<file path="src/rtl/gpio_pkg.sv">
// Register offsets and address-field width shared by the GPIO bank and its channels.
package gpio_pkg;
  localparam int REG_BITS = 3;

  localparam logic [REG_BITS-1:0] GPIO_OUT     = 3'd0;
  localparam logic [REG_BITS-1:0] GPIO_DIR     = 3'd1;
  localparam logic [REG_BITS-1:0] GPIO_IN      = 3'd2;
  localparam logic [REG_BITS-1:0] GPIO_SET     = 3'd3;
  localparam logic [REG_BITS-1:0] GPIO_CLR     = 3'd4;
  localparam logic [REG_BITS-1:0] GPIO_EDGE    = 3'd5;
  localparam logic [REG_BITS-1:0] GPIO_RISE_EN = 3'd6;
  localparam logic [REG_BITS-1:0] GPIO_FALL_EN = 3'd7;
endpackage

</file>
<file path="src/rtl/gpio_chan.sv">
// One GPIO channel: output latch, direction, input synchroniser, sticky edge capture.
// Edge capture (EDGE/RISE_EN/FALL_EN and the interrupt source) exists only with GPIO_EDGE_IRQ_EN.
module gpio_chan
  import gpio_pkg::*;
#(
  parameter int WIDTH = 8
) (
  input  logic                clk,
  input  logic                reset,
  input  logic                wr,
  input  logic [REG_BITS-1:0] regsel,
  input  logic [WIDTH-1:0]    wd,
  input  logic [WIDTH-1:0]    pin_in,
  output logic [WIDTH-1:0]    rval,
  output logic [WIDTH-1:0]    pin_out,
  output logic [WIDTH-1:0]    pin_oe,
  output logic                irq
);
  logic [WIDTH-1:0] out_lat;
  logic [WIDTH-1:0] dir;
  logic [WIDTH-1:0] sync1;
  logic [WIDTH-1:0] sync2;

  always_ff @(posedge clk or posedge reset) begin
    if (reset) begin
      out_lat <= '0;
      dir     <= '0;
      sync1   <= '0;
      sync2   <= '0;
    end else begin
      sync1 <= pin_in;
      sync2 <= sync1;
      if (wr) begin
        case (regsel)
          GPIO_OUT: out_lat <= wd;
          GPIO_DIR: dir     <= wd;
          GPIO_SET: out_lat <= out_lat | wd;
          GPIO_CLR: out_lat <= out_lat & ~wd;
          default:  ;
        endcase
      end
    end
  end

  assign pin_out = out_lat;
  assign pin_oe  = dir;

`ifdef GPIO_EDGE_IRQ_EN
  logic [WIDTH-1:0] prev;
  logic [WIDTH-1:0] edge_st;
  logic [WIDTH-1:0] rise_en;
  logic [WIDTH-1:0] fall_en;
  logic [WIDTH-1:0] evt;
  logic [WIDTH-1:0] w1c;

  always_comb begin
    evt = ((sync2 & ~prev) & rise_en) | ((~sync2 & prev) & fall_en);
    w1c = (wr && regsel == GPIO_EDGE) ? wd : '0;
  end

  // A new event is OR-ed in after the clear so it survives a coincident W1C.
  always_ff @(posedge clk or posedge reset) begin
    if (reset) begin
      prev    <= '0;
      edge_st <= '0;
      rise_en <= '0;
      fall_en <= '0;
    end else begin
      prev    <= sync2;
      edge_st <= (edge_st & ~w1c) | evt;
      if (wr && regsel == GPIO_RISE_EN) rise_en <= wd;
      if (wr && regsel == GPIO_FALL_EN) fall_en <= wd;
    end
  end

  assign irq = |edge_st;
`else
  assign irq = 1'b0;
`endif

  always_comb begin
    rval = '0;
    case (regsel)
      GPIO_OUT:     rval = out_lat;
      GPIO_DIR:     rval = dir;
      GPIO_IN:      rval = sync2;
`ifdef GPIO_EDGE_IRQ_EN
      GPIO_EDGE:    rval = edge_st;
      GPIO_RISE_EN: rval = rise_en;
      GPIO_FALL_EN: rval = fall_en;
`endif
      default:      rval = '0;
    endcase
  end
endmodule

</file>
<file path="src/rtl/gpio_bank.sv">
// GPIO bank: NCH channels of WIDTH pins on the registered IO bus, address = {channel, reg}.
// Optional GPIO_EDGE_IRQ_EN adds per-pin sticky edge capture and the summed, registered irq.
module gpio_bank
  import gpio_pkg::*;
#(
  parameter  int NCH   = 3,
  parameter  int WIDTH = 8,
  localparam int AW    = $clog2(NCH) + 3
) (
  input  logic                 clk,
  input  logic                 reset,
  input  logic                 wr,
  input  logic                 rd,
  input  logic [AW-1:0]        addr,
  input  logic [15:0]          wd,
  output logic [15:0]          rdata,
  input  logic [NCH*WIDTH-1:0] pin_in,
  output logic [NCH*WIDTH-1:0] pin_out,
  output logic [NCH*WIDTH-1:0] pin_oe,
  output logic                 irq
);
  localparam int CW = (AW > REG_BITS) ? AW - REG_BITS : 1;

  logic [CW-1:0]    ch;
  logic [WIDTH-1:0] rval [NCH];
  logic [NCH-1:0]   chan_irq;
  logic [WIDTH-1:0] sel;

  // With a single channel the address carries no channel field.
  generate
    if (AW > REG_BITS) begin : g_ch
      assign ch = addr[AW-1:REG_BITS];
    end else begin : g_noch
      assign ch = '0;
    end
  endgenerate

  generate
    for (genvar gi = 0; gi < NCH; gi++) begin : g_chan
      gpio_chan #(.WIDTH(WIDTH)) u_chan (
        .clk     (clk),
        .reset   (reset),
        .wr      (wr && (ch == CW'(gi))),
        .regsel  (addr[REG_BITS-1:0]),
        .wd      (wd[WIDTH-1:0]),
        .pin_in  (pin_in[gi*WIDTH +: WIDTH]),
        .rval    (rval[gi]),
        .pin_out (pin_out[gi*WIDTH +: WIDTH]),
        .pin_oe  (pin_oe[gi*WIDTH +: WIDTH]),
        .irq     (chan_irq[gi])
      );
    end
  endgenerate

  // Channel indices with no instance fall through and read as zero.
  always_comb begin
    sel = '0;
    for (int i = 0; i < NCH; i++) begin
      if (ch == CW'(i)) sel = rval[i];
    end
  end

  always_ff @(posedge clk or posedge reset) begin
    if (reset) rdata <= '0;
    else       rdata <= rd ? 16'(sel) : 16'h0000;
  end

`ifdef GPIO_EDGE_IRQ_EN
  always_ff @(posedge clk or posedge reset) begin
    if (reset) irq <= 1'b0;
    else       irq <= |chan_irq;
  end
`else
  assign irq = 1'b0;
`endif
endmodule

</file>
<file path="config.mk">
export PLATFORM = sky130hd
export DESIGN_NAME = gpio_bank
export DESIGN_NICKNAME = d
export VERILOG_FILES = /design/src/rtl/gpio_pkg.sv /design/src/rtl/gpio_chan.sv /design/src/rtl/gpio_bank.sv
export SDC_FILE = /design/constraint.sdc
export NUM_CORES = 1
export LEC_CHECK = 0
export ABC_AREA = 1
export BUFFER_PORTS_ARGS = -buffer_cell sky130_fd_sc_hd__buf_2
export CAP_MARGIN = 20
export CORE_ASPECT_RATIO = 2
export CORE_MARGIN = 4
export CORE_UTILIZATION = 53
export DETAILED_ROUTE_END_ITERATION = 7
export GPL_ROUTABILITY_DRIVEN = 0
export PLACE_DENSITY = 0.82
export SYNTH_ARGS = -nofsm -noshare
export SYNTH_HDL_FRONTEND = slang
export SYNTH_HIERARCHICAL = 1
export SYNTH_SLANG_ARGS = --single-unit
</file>
<file path="constraint.sdc">
create_clock -name clk -period 0.9 [get_ports clk]
set_input_delay 0.045 -clock clk [delete_from_list [all_inputs] [get_ports clk]]
set_output_delay 0.045 -clock clk [all_outputs]
set_load 0.1 [all_outputs]
</file>
==> results of run 1 <==
-- per-stage QoR --
step,hold WS [ns],instances,utilization (%)
detailed placement,0.0219,783,81.8
floorplan,-0.140,526,-
global placement,0.0213,783,81.8
==> results.txt, run 1 <==
After floorplanning, the core was divided into 47 placement rows. The total clock buffers created by CTS is 9. The tree is rooted in a sky130_fd_sc_hd__clkbuf_16. The tree built by TritonCTS fans out to 104 sinks. The number of warnings issued by yosys came out at 6. The die is 139 um tall. The average cell area after synthesis is roughly 8.7 um^2. The stage where the flow stopped is clock tree synthesis. The HPWL after detailed placement is 11.3 mm.

The count of input and output buffers is 96. The I/O pin count came out at 114. The number of buffers inserted for hold repair after clock tree synthesis is 27. Once placement finished, the instance area stood at 6790 um^2. The cell count after synthesis came out at 518. The number of buffers between clock root and the deepest sink came out at 2.

The netlist area before placement came out at between 4000 and 5000 um^2. The depth of the CTS H-tree came out at 3. The worst setup slack after placement is -0.625 ns. The tool reported: "[ERROR DPL-0033] detailed placement checks failed during check placement".

The buffer count from post-CTS setup fixing came out at 31. The initial utilization of the core area, before any placement, comes to 54.7%. The die extent in x is 73.4 um.

The post-cts repair resize count is approximately 150. The run stopped with a tool error.
==> inputs of run 2 (changes only) <==
CORE_ASPECT_RATIO = default   (was 2)
CORE_UTILIZATION = 40   (was 53)
PLACE_DENSITY = default   (was 0.82)
PLACE_DENSITY_LB_ADDON = 0.15   (was default)
==> results.txt, run 2 <==
The HPWL after detailed placement is 10.1 mm. The core box area came out at between 10000 and 15000 um^2. STA classifies the critical path endpoint as a primary output. The final layout contains between 800 and 900 nets. The fraction of final layout cells with drive strength greater than 1 came out at 55.8%. The static power due to leakage came out at roughly 4.2 nW.

The routed wire length came out at 15.7 mm. In the global route stage, met3 resource usage came out at roughly 5.4%. The number of routed nets with antenna violations is 0. The time the final worst path needs with I/O delays and setup came out at 1.19 ns.

The area of all placed cells without fillers is 8640 um^2. The initial detailed-routing violation count came out at between 300 and 400. The source-to-sink clock delay at the later pin of the worst-skew pair came out at 0.36 ns. The number of antenna violations at the first check in global routing came out at 0. Entering global routing, the biggest net connects 33 pins.

The power per standard cell area is 2270 nW/um^2. The library cell used most frequently in the layout, excluding fill and tap cells, is sky130_fd_sc_hd__nand2_1. The clock sink count came out at 104. The die outline area is 13100 um^2. For met1 alone, demand over resource in global routing was a little under 30%. The die outline height came out at 114 um. The CTS tree is built. The reported max-cap violation count is 0. The layout-stage area growth over the synthesis result is 90.6%. In the global route stage, met2 resource usage came out at 38.5%. The number of cells after detailed placement came out at 830. For this configuration, the core starts out at a cell density of 41.3%.

The number of warnings issued by yosys is 6. The count of endpoints failing hold in the final timing report came to 0. The finished layout holds 916 standard cells, fillers aside.

The count of final max-slew check failures is 0. The checks that failed: setup timing. The length of the first detailed-routing pass in iterations came out at 4. The largest fanout of any net on the critical path came out at 2. The number of buffers between clock root and the deepest sink came out at 2. The clock transition at the registers of the reported paths is roughly 0.07 ns. The via count of the first global-routing pass is approximately 4.7k.

The netlist area before placement came out at 4530 um^2. Setup repair after global routing could not meet its margin everywhere. The flow ran to the end, but the final reports show violations.

The root buffer cell chosen for the clock tree is sky130_fd_sc_hd__clkbuf_16. The average cell area after synthesis is slightly below 9 um^2. Across every metal layer, demand over resource in global routing totals 23.7%. IR analysis of the VDD net gives a maximum drop of 2.08 mV. The final-layout worst hold slack came out at 0.0331 ns.

The post-detailed-route via-to-cell ratio came out at 4.93. The count of input and output buffers came out at 96. The final clock period utilization by the worst path came out at 132%. The cell row count came out at 38.

STA classifies the critical path startpoint as a flip-flop. The tightest min-delay check is of the in -> reg type. The clock tree skew after final layout came out at 0.00362 ns. The setup path with the least slack is of type reg -> out. The cell count after synthesis is 518. The post-detailed-route wirelength per cell came out at ~17 um. The endpoint arrival time on the critical path is 1.14 ns. The clock tree synthesis step divided the H-tree into 3 levels. The global-route wire length before repair came out at 23.5 mm. met2 is the most crowded layer. Setup violations remaining at the end of the flow were counted as 80. Data on the critical path is required at its endpoint by approximately 0.85 ns. The total congestion overflow after global routing is 0.

The library cells used most frequently in the layout, excluding fill and tap cells, are sky130_fd_sc_hd__nand2_1 (196), sky130_fd_sc_hd__buf_6 (84), sky130_fd_sc_hd__buf_12 (65), sky130_fd_sc_hd__dfrtp_1 (53), sky130_fd_sc_hd__dfrtp_4 (48). The remaining routing DRC violations is 0. The total clock buffers created by CTS came out at 9.

The post-place instance area is 6890 um^2. The routed layout has 4518 vias. The I/O pin count is 114. The die extent in x is 114 um. Before CTS, the worst setup slack after placement is -0.720 ns. The achievable clock frequency came out at 842 MHz.

The setup slack after layout came out at -0.288 ns. The antenna diode instance count came out at 0.
## run 2: final cells by class
type                    instances  area (um^2)
flip-flops and latches        104         2790
inverters                      54          218
repair buffers                249         3010
well taps                     140          175
multi-input cells             353         2140
clock buffers                   9          225
clock inverters                 7         88.8
fillers                       661         2340
## run 2: per-layer routing
metal,wire [um],share of wire (%)
met1,5970,38
met2,7930,50
met3,1190,7.5
met4,637,4.0
met5,0,0
## run 2: final timing paths
check	start	end	slack [ns]	cells after the start
max	g_chan[1].u_chan/pin_out[2]	pin_out[10]	-0.29	2
min	wd[1]	g_chan[2].u_chan/pin_out[1]	0.03	3
max reg2reg	g_chan[1].u_chan/pin_oe[7]	rdata[7]	-0.27	8
min reg2reg	g_chan[2].u_chan/sync1[2]	g_chan[2].u_chan/sync2[2]	0.35	0
max in group asynchronous	reset	g_chan[0].u_chan/pin_out[0]	0.34	4
min in group asynchronous	reset	rdata[4]	0.24	3
## run 2: critical path, stage by stage, from the launching register on
cell and delay [ns]:
sky130_fd_sc_hd__dfrtp_4 0.49, sky130_fd_sc_hd__buf_6 0.13, sky130_fd_sc_hd__buf_12 0.15
## run 2: repair_timing
action / in CTS / in global routing
pin swaps: 17 / 30
hold buffers: 32 / 0
hold endpoints to repair: 146 / 0
setup buffers: 26 / 21
gates resized for setup: 123 / 102
endpoints found under the setup margin: 79 / 102
## run 2: metrics by stage
stage                     util [%]  total power [mW]  TNS (ns)
after floorplan                  -              10.5     -2.41
after global placement        62.7              14.0    -20.20
after detailed placement      62.7              14.1    -21.65
after CTS                     74.7              19.3    -16.04
after global routing          78.7              20.3    -18.11
final                         78.7              19.6    -16.01
## run 2: power by group
group,switching [mW],internal [mW]
Combinational,5.63,3.89
Clock,1.93,2.23
Sequential,0.419,5.53
Total,7.98,11.6
No activity file was read; power rests on OpenSTA's default activity.
